--- config.mk ---
export PLATFORM = sky130hd
export DESIGN_NAME = lsu_memex
export DESIGN_NICKNAME = d
export VERILOG_FILES = /design/src/rtl/topaz_pkg.sv /design/src/rtl/lsu_align.sv /design/src/rtl/lsu_memex.sv
export SDC_FILE = /design/constraint.sdc
export NUM_CORES = 1
export LEC_CHECK = 0
export BUFFER_PORTS_ARGS = -buffer_cell sky130_fd_sc_hd__buf_4
export CAP_MARGIN = 5
export CORE_MARGIN = 4
export CORE_UTILIZATION = 41
export CTS_CLUSTER_SIZE = 30
export DETAILED_ROUTE_END_ITERATION = 12
export GPL_ROUTABILITY_DRIVEN = 1
export MAX_ROUTING_LAYER = met4
export PLACE_DENSITY = 0.78
export SLEW_MARGIN = 25
export SYNTH_ARGS = -nofsm -noshare
export SYNTH_HDL_FRONTEND = slang
export SYNTH_SLANG_ARGS = --single-unit
--- constraint.sdc ---
create_clock -name clk -period 3.7 [get_ports clk]
set_input_delay 0.74 -clock clk [delete_from_list [all_inputs] [get_ports clk]]
set_output_delay 0.74 -clock clk [all_outputs]
set_load 0.05 [all_outputs]
--- src/rtl/topaz_pkg.sv ---
// Shared types and helpers for the topaz core's MEMEX load/store path.
package topaz_pkg;

    typedef enum logic [1:0] {
        BYTE = 2'b00,
        HALF = 2'b01,
        WORD = 2'b10
    } data_width_t;

    typedef enum logic [1:0] {
        IDLE,
        ADDR,
        DATA,
        DONE
    } lsu_state_t;

    localparam logic [3:0] BE_BYTE = 4'b0001;
    localparam logic [3:0] BE_HALF = 4'b0011;
    localparam logic [3:0] BE_WORD = 4'b1111;

    // Reserved width 2'b11 falls through to the word cases.
    function automatic logic [3:0] byte_enable(input logic [1:0] width, input logic [1:0] offset);
        case (width)
            BYTE:    byte_enable = BE_BYTE << offset;
            HALF:    byte_enable = BE_HALF << offset;
            default: byte_enable = BE_WORD;
        endcase
    endfunction

    function automatic logic is_misaligned(input logic [1:0] width, input logic [1:0] offset);
        case (width)
            BYTE:    is_misaligned = 1'b0;
            HALF:    is_misaligned = offset[0];
            default: is_misaligned = (offset != 2'b00);
        endcase
    endfunction

endpackage

--- src/rtl/lsu_align.sv ---
// Lane formatting: store data replication or load lane extract with zero/sign extension.
module lsu_align
    import topaz_pkg::*;
(
    input  logic        store_i,
    input  logic [1:0]  width_i,
    input  logic        sign_ext_i,
    input  logic [1:0]  offset_i,
    input  logic [31:0] data_i,
    output logic [31:0] data_o
);

    logic [31:0] shifted;

    always_comb begin
        shifted = data_i >> {offset_i, 3'b000};
        data_o  = data_i;
        if (store_i) begin
            case (width_i)
                BYTE:    data_o = {4{data_i[7:0]}};
                HALF:    data_o = {2{data_i[15:0]}};
                default: data_o = data_i;
            endcase
        end else begin
            case (width_i)
                BYTE:    data_o = {{24{sign_ext_i & shifted[7]}}, shifted[7:0]};
                HALF:    data_o = {{16{sign_ext_i & shifted[15]}}, shifted[15:0]};
                default: data_o = data_i;
            endcase
        end
    end

endmodule

--- src/rtl/lsu_memex.sv ---
// MEMEX load/store unit: drives the req/gnt/rvalid data bus, stalls the pipeline
// until the access completes and returns formatted load data.
module lsu_memex
    import topaz_pkg::*;
#(
    parameter int unsigned TIMEOUT_CYCLES = 255
) (
    input  logic        clk,
    input  logic        rst_n,
    input  logic        invalid_MEMEX,
    input  logic        stalled_MEMEX,
    input  logic        lsu_re_MEMEX,
    input  logic        lsu_we_MEMEX,
    input  logic [31:0] alu_result_MEMEX,
    input  logic [31:0] rs2_data_MEMEX,
    input  logic [1:0]  data_width_MEMEX,
    input  logic        lsu_sign_extend_MEMEX,
    output logic        lsu_stall,
    output logic [31:0] lsu_rdata,
    output logic        lsu_fault,
    output logic        dbus_req,
    output logic        dbus_we,
    output logic [31:0] dbus_addr,
    output logic [3:0]  dbus_be,
    output logic [31:0] dbus_wdata,
    input  logic        dbus_gnt,
    input  logic        dbus_rvalid,
    input  logic [31:0] dbus_rdata,
    input  logic        dbus_err
);

    lsu_state_t  state_q, state_d;
    logic [31:0] addr_q, addr_d;
    logic [31:0] wdata_q, wdata_d;
    logic [31:0] rdata_q, rdata_d;
    logic [3:0]  be_q, be_d;
    logic [1:0]  width_q, width_d;
    logic        we_q, we_d;
    logic        sext_q, sext_d;
    logic        fault_q, fault_d;
    logic [15:0] cnt_q, cnt_d;

    logic        acc;
    logic        misaligned;
    logic        issue;
    logic        timeout;
    logic [31:0] st_wdata;
    logic [31:0] ld_data;

    assign acc        = (lsu_re_MEMEX | lsu_we_MEMEX) & ~invalid_MEMEX & ~stalled_MEMEX;
    assign misaligned = is_misaligned(data_width_MEMEX, alu_result_MEMEX[1:0]);
    assign issue      = (state_q == IDLE) & acc & ~misaligned;
    assign timeout    = (cnt_q >= 16'(TIMEOUT_CYCLES - 1));

    lsu_align u_store_align (
        .store_i    (1'b1),
        .width_i    (data_width_MEMEX),
        .sign_ext_i (1'b0),
        .offset_i   (alu_result_MEMEX[1:0]),
        .data_i     (rs2_data_MEMEX),
        .data_o     (st_wdata)
    );

    lsu_align u_load_align (
        .store_i    (1'b0),
        .width_i    (width_q),
        .sign_ext_i (sext_q),
        .offset_i   (addr_q[1:0]),
        .data_i     (dbus_rdata),
        .data_o     (ld_data)
    );

    always_comb begin
        state_d = state_q;
        addr_d  = addr_q;
        wdata_d = wdata_q;
        rdata_d = rdata_q;
        be_d    = be_q;
        width_d = width_q;
        we_d    = we_q;
        sext_d  = sext_q;
        fault_d = 1'b0;
        cnt_d   = '0;
        case (state_q)
            IDLE: begin
                if (acc) begin
                    if (misaligned) begin
                        state_d = DONE;
                        fault_d = 1'b1;
                    end else begin
                        addr_d  = alu_result_MEMEX;
                        wdata_d = st_wdata;
                        be_d    = byte_enable(data_width_MEMEX, alu_result_MEMEX[1:0]);
                        width_d = data_width_MEMEX;
                        we_d    = lsu_we_MEMEX;
                        sext_d  = lsu_sign_extend_MEMEX;
                        state_d = dbus_gnt ? DATA : ADDR;
                    end
                end
            end
            ADDR: begin
                cnt_d = cnt_q + 16'd1;
                if (dbus_gnt) begin
                    state_d = DATA;
                end else if (timeout) begin
                    state_d = DONE;
                    fault_d = 1'b1;
                end
            end
            DATA: begin
                cnt_d = cnt_q + 16'd1;
                // A completing response wins over a timeout expiring in the same cycle.
                if (dbus_rvalid) begin
                    state_d = DONE;
                    fault_d = dbus_err;
                    if (!dbus_err && !we_q) begin
                        rdata_d = ld_data;
                    end
                end else if (timeout) begin
                    state_d = DONE;
                    fault_d = 1'b1;
                end
            end
            DONE:    state_d = IDLE;
            default: state_d = IDLE;
        endcase
    end

    always_ff @(posedge clk or negedge rst_n) begin
        if (!rst_n) begin
            state_q <= IDLE;
            addr_q  <= '0;
            wdata_q <= '0;
            rdata_q <= '0;
            be_q    <= '0;
            width_q <= '0;
            we_q    <= 1'b0;
            sext_q  <= 1'b0;
            fault_q <= 1'b0;
            cnt_q   <= '0;
        end else begin
            state_q <= state_d;
            addr_q  <= addr_d;
            wdata_q <= wdata_d;
            rdata_q <= rdata_d;
            be_q    <= be_d;
            width_q <= width_d;
            we_q    <= we_d;
            sext_q  <= sext_d;
            fault_q <= fault_d;
            cnt_q   <= cnt_d;
        end
    end

    // The first request cycle comes straight from the pipeline fields; later ones from the latched copies.
    always_comb begin
        dbus_req   = issue | (state_q == ADDR);
        dbus_we    = issue ? lsu_we_MEMEX : we_q;
        dbus_addr  = issue ? {alu_result_MEMEX[31:2], 2'b00} : {addr_q[31:2], 2'b00};
        dbus_be    = issue ? byte_enable(data_width_MEMEX, alu_result_MEMEX[1:0]) : be_q;
        dbus_wdata = issue ? st_wdata : wdata_q;
        lsu_stall  = ((state_q == IDLE) & acc) | (state_q == ADDR) | (state_q == DATA);
        lsu_fault  = fault_q;
        lsu_rdata  = rdata_q;
    end

endmodule

==> impl_metrics.yaml, run 1 <==
outcome:
  outcome: "completed"
clock_tree:
  cts_resized: 0
  cts-root-buf: "clkbuf_16"
  clockBufferDepth: 2
  path_clk_slew_ns: 0.06
  cts_hold_buf: 0
  cts_htree_levels: 4
  insertion_delay_ns: 0.42
  cts_made_buffers: 17
  cts_tree: "done"
  cts_sinks: 123
  postCtsSetupBuffers: 0
sta:
  slew_headroom: 0.4282
  rsz0062_at_grt: "no"
  hold_viol: 0
  fin_setup_tns_ns: 0
  slew_viol_final: 0
  fmax_mhz: 287.4
  setup_ws_ns: 0.2208
  post-route-period-util: 0.9403
  period_needed_ns: 3.479
  worstMarginPinSlew_ns: 0.8577
  setup_violations: 0
  skew_ns: 0.009410
synth:
  synth_seq_cells: 123
  synth-main-ff-cell: "dfrtp_1"
  async_flop_share: 1.000
  synth_top_family_by_area: "simple AND/OR/NAND/NOR gates"
  ys_seq_area_frac: 0.4883
  synth_compound_area_frac: 0.1469
  synthMuxAreaShare: 0.04923
  syn-instance-count: 725
  synth_edf_count: 0
  synthAdderAreaFrac: 0.01389
  syn_avg_cell_area_um2: 8.695
  synthXorXnorAreaFrac: 0.01528
  ys_types: 50
  syn_area_um2: 6304
  synthSimpleGateAreaFrac: 0.2471
  yosys_warnings: 0
detailed_routing:
  drc: 0
  ant_nets: 0
  drt_iter0_drc: 342
  drt_pass1_iterations: 5
  drt_wl_total_um: 18680
  wire_per_inst_um: 16.67
  vias_per_cell: 5.254
  vias: 5890
power_and_ir_drop:
  vdd_drop_max_uv: 650.9
  p_leak_nw: 4.560
  powerDensity_nw_per_um2: 974.4
  total_power_mw: 8.390
floorplanning:
  chipHeight_um: 132.0
  io_pins: 212
  placementRows: 45
  initial_core_util: 0.4162
  die-area_um2: 17420
  core_um2: 15150
  die_width_um: 132.0
placement:
  io_buffers: 209
  dp_hpwl_um: 13630
  dp_slack_ns: 0.4862
  gp_congestion: 0.8600
  placed_area_um2: 8066
setup_path:
  crit_required_ns: 2.96
  crit_path_start_kind: "register"
  path_class: "reg2out"
  cp-end-kind: "output port"
  worstPathMaxFanout: 6
  arrival_ns: 2.74
global_route:
  grt_pass1_vias: 5806
  grt_max_degree: 53
  grt.overflow.total: 0
  grt_usage: 0.2219
  grt_antenna_before_repair: 0
  grt_first_pass_wirelength_um: 30070
final_layout:
  mostFrequentLayoutCell: "nand2_1"
  post-route-cell-area_um2: 8611
  diodes: 0
  nets: 1037
  fin_util: 0.5685
  area_growth_pct: 36.60
  drive_above_1_share: 0.2765
  final_cell_mix: "222 x nand2_1, 218 x buf_4, 123 x dfrtp_1, 53 x o21ai_0, 41 x nand3_1"
hold_path:
  hold_path_class: "in2async"
run:
  cap_violations: 0
==> Yosys cell counts (4+ instances only) <==
library cell,n,share of area
a21oi_1,23,0.018
ha_1,7,0.014
buf_1,5,0.0030
and2_1,11,0.011
nand2_1,222,0.13
nand4_1,6,0.0060
nor2_1,25,0.015
xor2_1,5,0.0069
o21ai_1,17,0.013
a2bb2oi_1,6,0.0083
clkbuf_1,18,0.011
o22ai_1,9,0.0089
a221o_1,14,0.022
xnor2_1,6,0.0083
nand3_1,41,0.033
o311ai_0,4,0.0056
buf_2,18,0.014
nor3_1,11,0.0087
nand3b_1,9,0.011
mux2i_1,31,0.049
a21o_1,10,0.012
o21ai_0,53,0.042
inv_1,8,0.0048
dfrtp_1,123,0.49
nand2b_1,4,0.0040
==> worst max-delay path: stages, from the launching register on <==
cell and delay, ns:
dfrtp_1 0.41, inv_1 0.13, ha_1 0.31, or3b_1 0.43, nor3_1 0.46, o21ai_0 0.19
o311ai_1 0.12, buf_4 0.26
==> per-stage QoR <==
stage          std cells  hold slack [ns]
2_1_floorplan        726           0.4387
3_3_place_gp        1091           0.4504
3_5_place_dp        1091           0.4560
4_1_cts             1121           0.3040
5_1_grt             1121           0.3254
6_report            1121           0.2911
==> kinds of logic after synthesis <==
kind of cell             after synthesis
AND/OR/NAND/NOR                      351
AO/OA/AOI/OAI                        147
XOR/XNOR                              11
multiplexers                          31
adder cells (fa/ha/maj)                7
other                                  1
flip-flops                           123
buffers and inverters                 54
==> routing by layer <==
layer,GRT usage,up-vias,part of all wire
li1,-,2882,-
met1,0.2682,2763,0.42
met2,0.3578,219,0.48
met3,0.06794,26,0.083
met4,0.06943,0,0.020
met5,-,-,0
==> flip-flops by register name (all words and copies together), names as in the netlist <==
signal     count
sext_q         1
wdata_q       32
be_q           4
state_q        2
lsu_fault      1
addr_q        32
lsu_rdata     32
width_q        2
we_q           1
cnt_q         16
==> report_power, final <==
part | total (mW) | switching (mW) | internal [mW]
logic | 4.62 | 3.19 | 1.43
registers | 2.23 | 0.321 | 1.91
clock network | 1.54 | 0.581 | 0.961
total | 8.39 | 4.09 | 4.30
==> final cells by class <==
type	count	area (um2)
well taps	188	235.2
multi-input cells	549	3003
clock inverters	8	70.07
flip-flops and latches	123	3078
clock buffers	22	474.2
fillers	1349	6535
repair buffers	222	1717
inverters	9	33.78
==> final timing paths <==
path                                        start                         to  slack [ns]  depth (start not counted)
setup / recovery           state_q[1]$_DFFE_PN0P_                 dbus_be[3]        0.22                          7
hold / removal                              rst_n    wdata_q[23]$_DFFE_PN0P_        0.29                          1
setup reg to reg            addr_q[1]$_DFFE_PN0P_  lsu_rdata[19]$_DFFE_PN0P_        1.31                          4
hold reg to reg            addr_q[26]$_DFFE_PN0P_     addr_q[26]$_DFFE_PN0P_        0.47                          2
max in group asynchronous                   rst_n      addr_q[9]$_DFFE_PN0P_        2.53                          2
min in group clk           addr_q[26]$_DFFE_PN0P_     addr_q[26]$_DFFE_PN0P_        0.47                          2
Power figures use the tool's default switching activity.
==> inputs of run 2 (changes only) <==
clock period = 3.5 ns   (was 3.7 ns; I/O delays follow)
==> run 2 against run 1 <==
Routed wire length up 1.8%. Critical path depth up 1. Register-to-register slack worse by 0.27 ns. Largest cell class unchanged. Sequential power up 6%. Flip-flop and latch count unchanged. Worst hold slack better by 0.0041 ns. Global-route usage up 0.10 points. Core utilization up 0.40 points. Die area unchanged. Critical endpoint is now dbus_wdata[22].
==> impl_metrics.yaml, run 2 (same netlist as run 1, synthesis figures left out) <==
placement:
  dp_hpwl_um: 13620
  gp_congestion: 0.8809
  placed_area_um2: 8046
  dp_slack_ns: 0.5184
  io_buffers: 209
setup_path:
  crit_start: "state_q[1]$_DFFE_PN0P_"
  crit_required_ns: 2.80
  arrival_ns: 2.65
  crit_path_start_kind: "register"
  r2r-start: "state_q[0]$_DFFE_PN0P_"
  worstPathMaxFanout: 23
  cp-end-kind: "output port"
  path_class: "reg2out"
global_route:
  grt.overflow.total: 0
  grt_pass1_vias: 5960
  grt_first_pass_wirelength_um: 30430
  grt_usage: 0.2230
  grt_max_degree: 81
  grt_antenna_before_repair: 0
detailed_routing:
  vias: 6041
  drt_iter0_drc: 337
  drc: 0
  vias_per_cell: 5.389
  ant_nets: 0
  drt_pass1_iterations: 6
  wire_per_inst_um: 16.97
  drt_wl_total_um: 19030
floorplanning:
  core_um2: 15150
  chipHeight_um: 132.0
  io_pins: 212
  placementRows: 45
  die-area_um2: 17420
  initial_core_util: 0.4162
  die_width_um: 132.0
clock_tree:
  cts-root-buf: "clkbuf_16"
  cts_hold_buf: 0
  postCtsSetupBuffers: 0
  insertion_delay_ns: 0.41
  path_clk_slew_ns: 0.05
  cts_htree_levels: 4
  clockBufferDepth: 2
  cts_sinks: 123
  cts_made_buffers: 17
  cts_tree: "done"
final_layout:
  ff_latch_area_um2: 3078
  fin_util: 0.5726
  mostFrequentLayoutCell: "nand2_1"
  area_growth_pct: 37.57
  multi_input_area_um2: 3010
  final_cell_mix: "222 x nand2_1, 218 x buf_4, 123 x dfrtp_1, 53 x o21ai_0, 41 x nand3_1"
  drive_above_1_share: 0.2776
  nets: 1036
  post-route-cell-area_um2: 8672
  fillers: 1367
  diodes: 0
sta:
  setup_ws_ns: 0.1502
  skew_ns: 0.009442
  hold_viol: 0
  fmax_mhz: 298.5
  slew_headroom: 0.4053
  worstMarginPinSlew_ns: 0.8920
  whs_ns: 0.2952
  post-route-period-util: 0.9571
  setup_violations: 0
  period_needed_ns: 3.350
  slew_viol_final: 0
  fin_setup_tns_ns: 0
run:
  cap_violations: 0
power_and_ir_drop:
  p_leak_nw: 4.588
  vdd_drop_max_uv: 700.3
  powerDensity_nw_per_um2: 1048
outcome:
  outcome: "completed"
hold_path:
  hold_path_class: "in2async"
-- run 2: per-stage QoR --
| step | power, mW | instances |
|---|---|---|
| 2_1_floorplan | 5.747 | 726 |
| 6_report | 9.092 | 1121 |
| 4_1_cts | 9.145 | 1121 |
| 3_5_place_dp | 7.253 | 1090 |
| 5_1_grt | 9.586 | 1121 |
| 3_3_place_gp | 7.176 | 1090 |
-- run 2: critical path: stages, from the launching register on --
cell and delay (ns):
dfrtp_1 0.41, inv_1 0.14, ha_2 0.28, or3b_1 0.44, nor4_4 0.16, buf_4 0.31, a21oi_1 0.10, o21ai_1 0.17
buf_4 0.22
-- run 2: per-layer routing --
metal / part of all wire / track usage / up-vias
li1: - / - / 2889
met1: 0.43 / 0.2807 / 2891
met2: 0.48 / 0.3512 / 240
met3: 0.077 / 0.06679 / 21
met4: 0.014 / 0.06243 / 0
met5: 0 / - / -
-- run 2: cell type report --
| class | instances | area share |
|---|---|---|
| Sequential cell | 123 | 0.3549 |
| Inverter | 9 | 0.003896 |
| Tap cell | 188 | 0.02712 |
| Multi-Input combinational cell | 549 | 0.3471 |
| Clock inverter | 8 | 0.01616 |
| Timing Repair Buffer | 221 | 0.1956 |
| Clock buffer | 23 | 0.05511 |
-- run 2: path summary, 6_finish.rpt --
path	to	slack (ns)	depth (start not counted)
hold reg to reg	addr_q[19]$_DFFE_PN0P_	0.47	2
setup reg to reg	lsu_rdata[25]$_DFFE_PN0P_	1.04	7
setup / recovery	dbus_wdata[22]	0.15	8
min in group clk	addr_q[19]$_DFFE_PN0P_	0.47	2
max in group asynchronous	lsu_rdata[14]$_DFFE_PN0P_	2.43	2
hold / removal	wdata_q[6]$_DFFE_PN0P_	0.30	1
-- run 2: where the power goes --
part | internal [mW] | switching (mW) | total [mW]
clock | 1.24 | 0.609 | 1.85
sequential | 2.02 | 0.354 | 2.37
combinational | 1.50 | 3.37 | 4.87
-- run 2: timing repair --
action                     in CTS  in global routing
setup endpoints to repair       0                 12
gates resized for setup         0                  2
hold endpoints to repair        0                  0
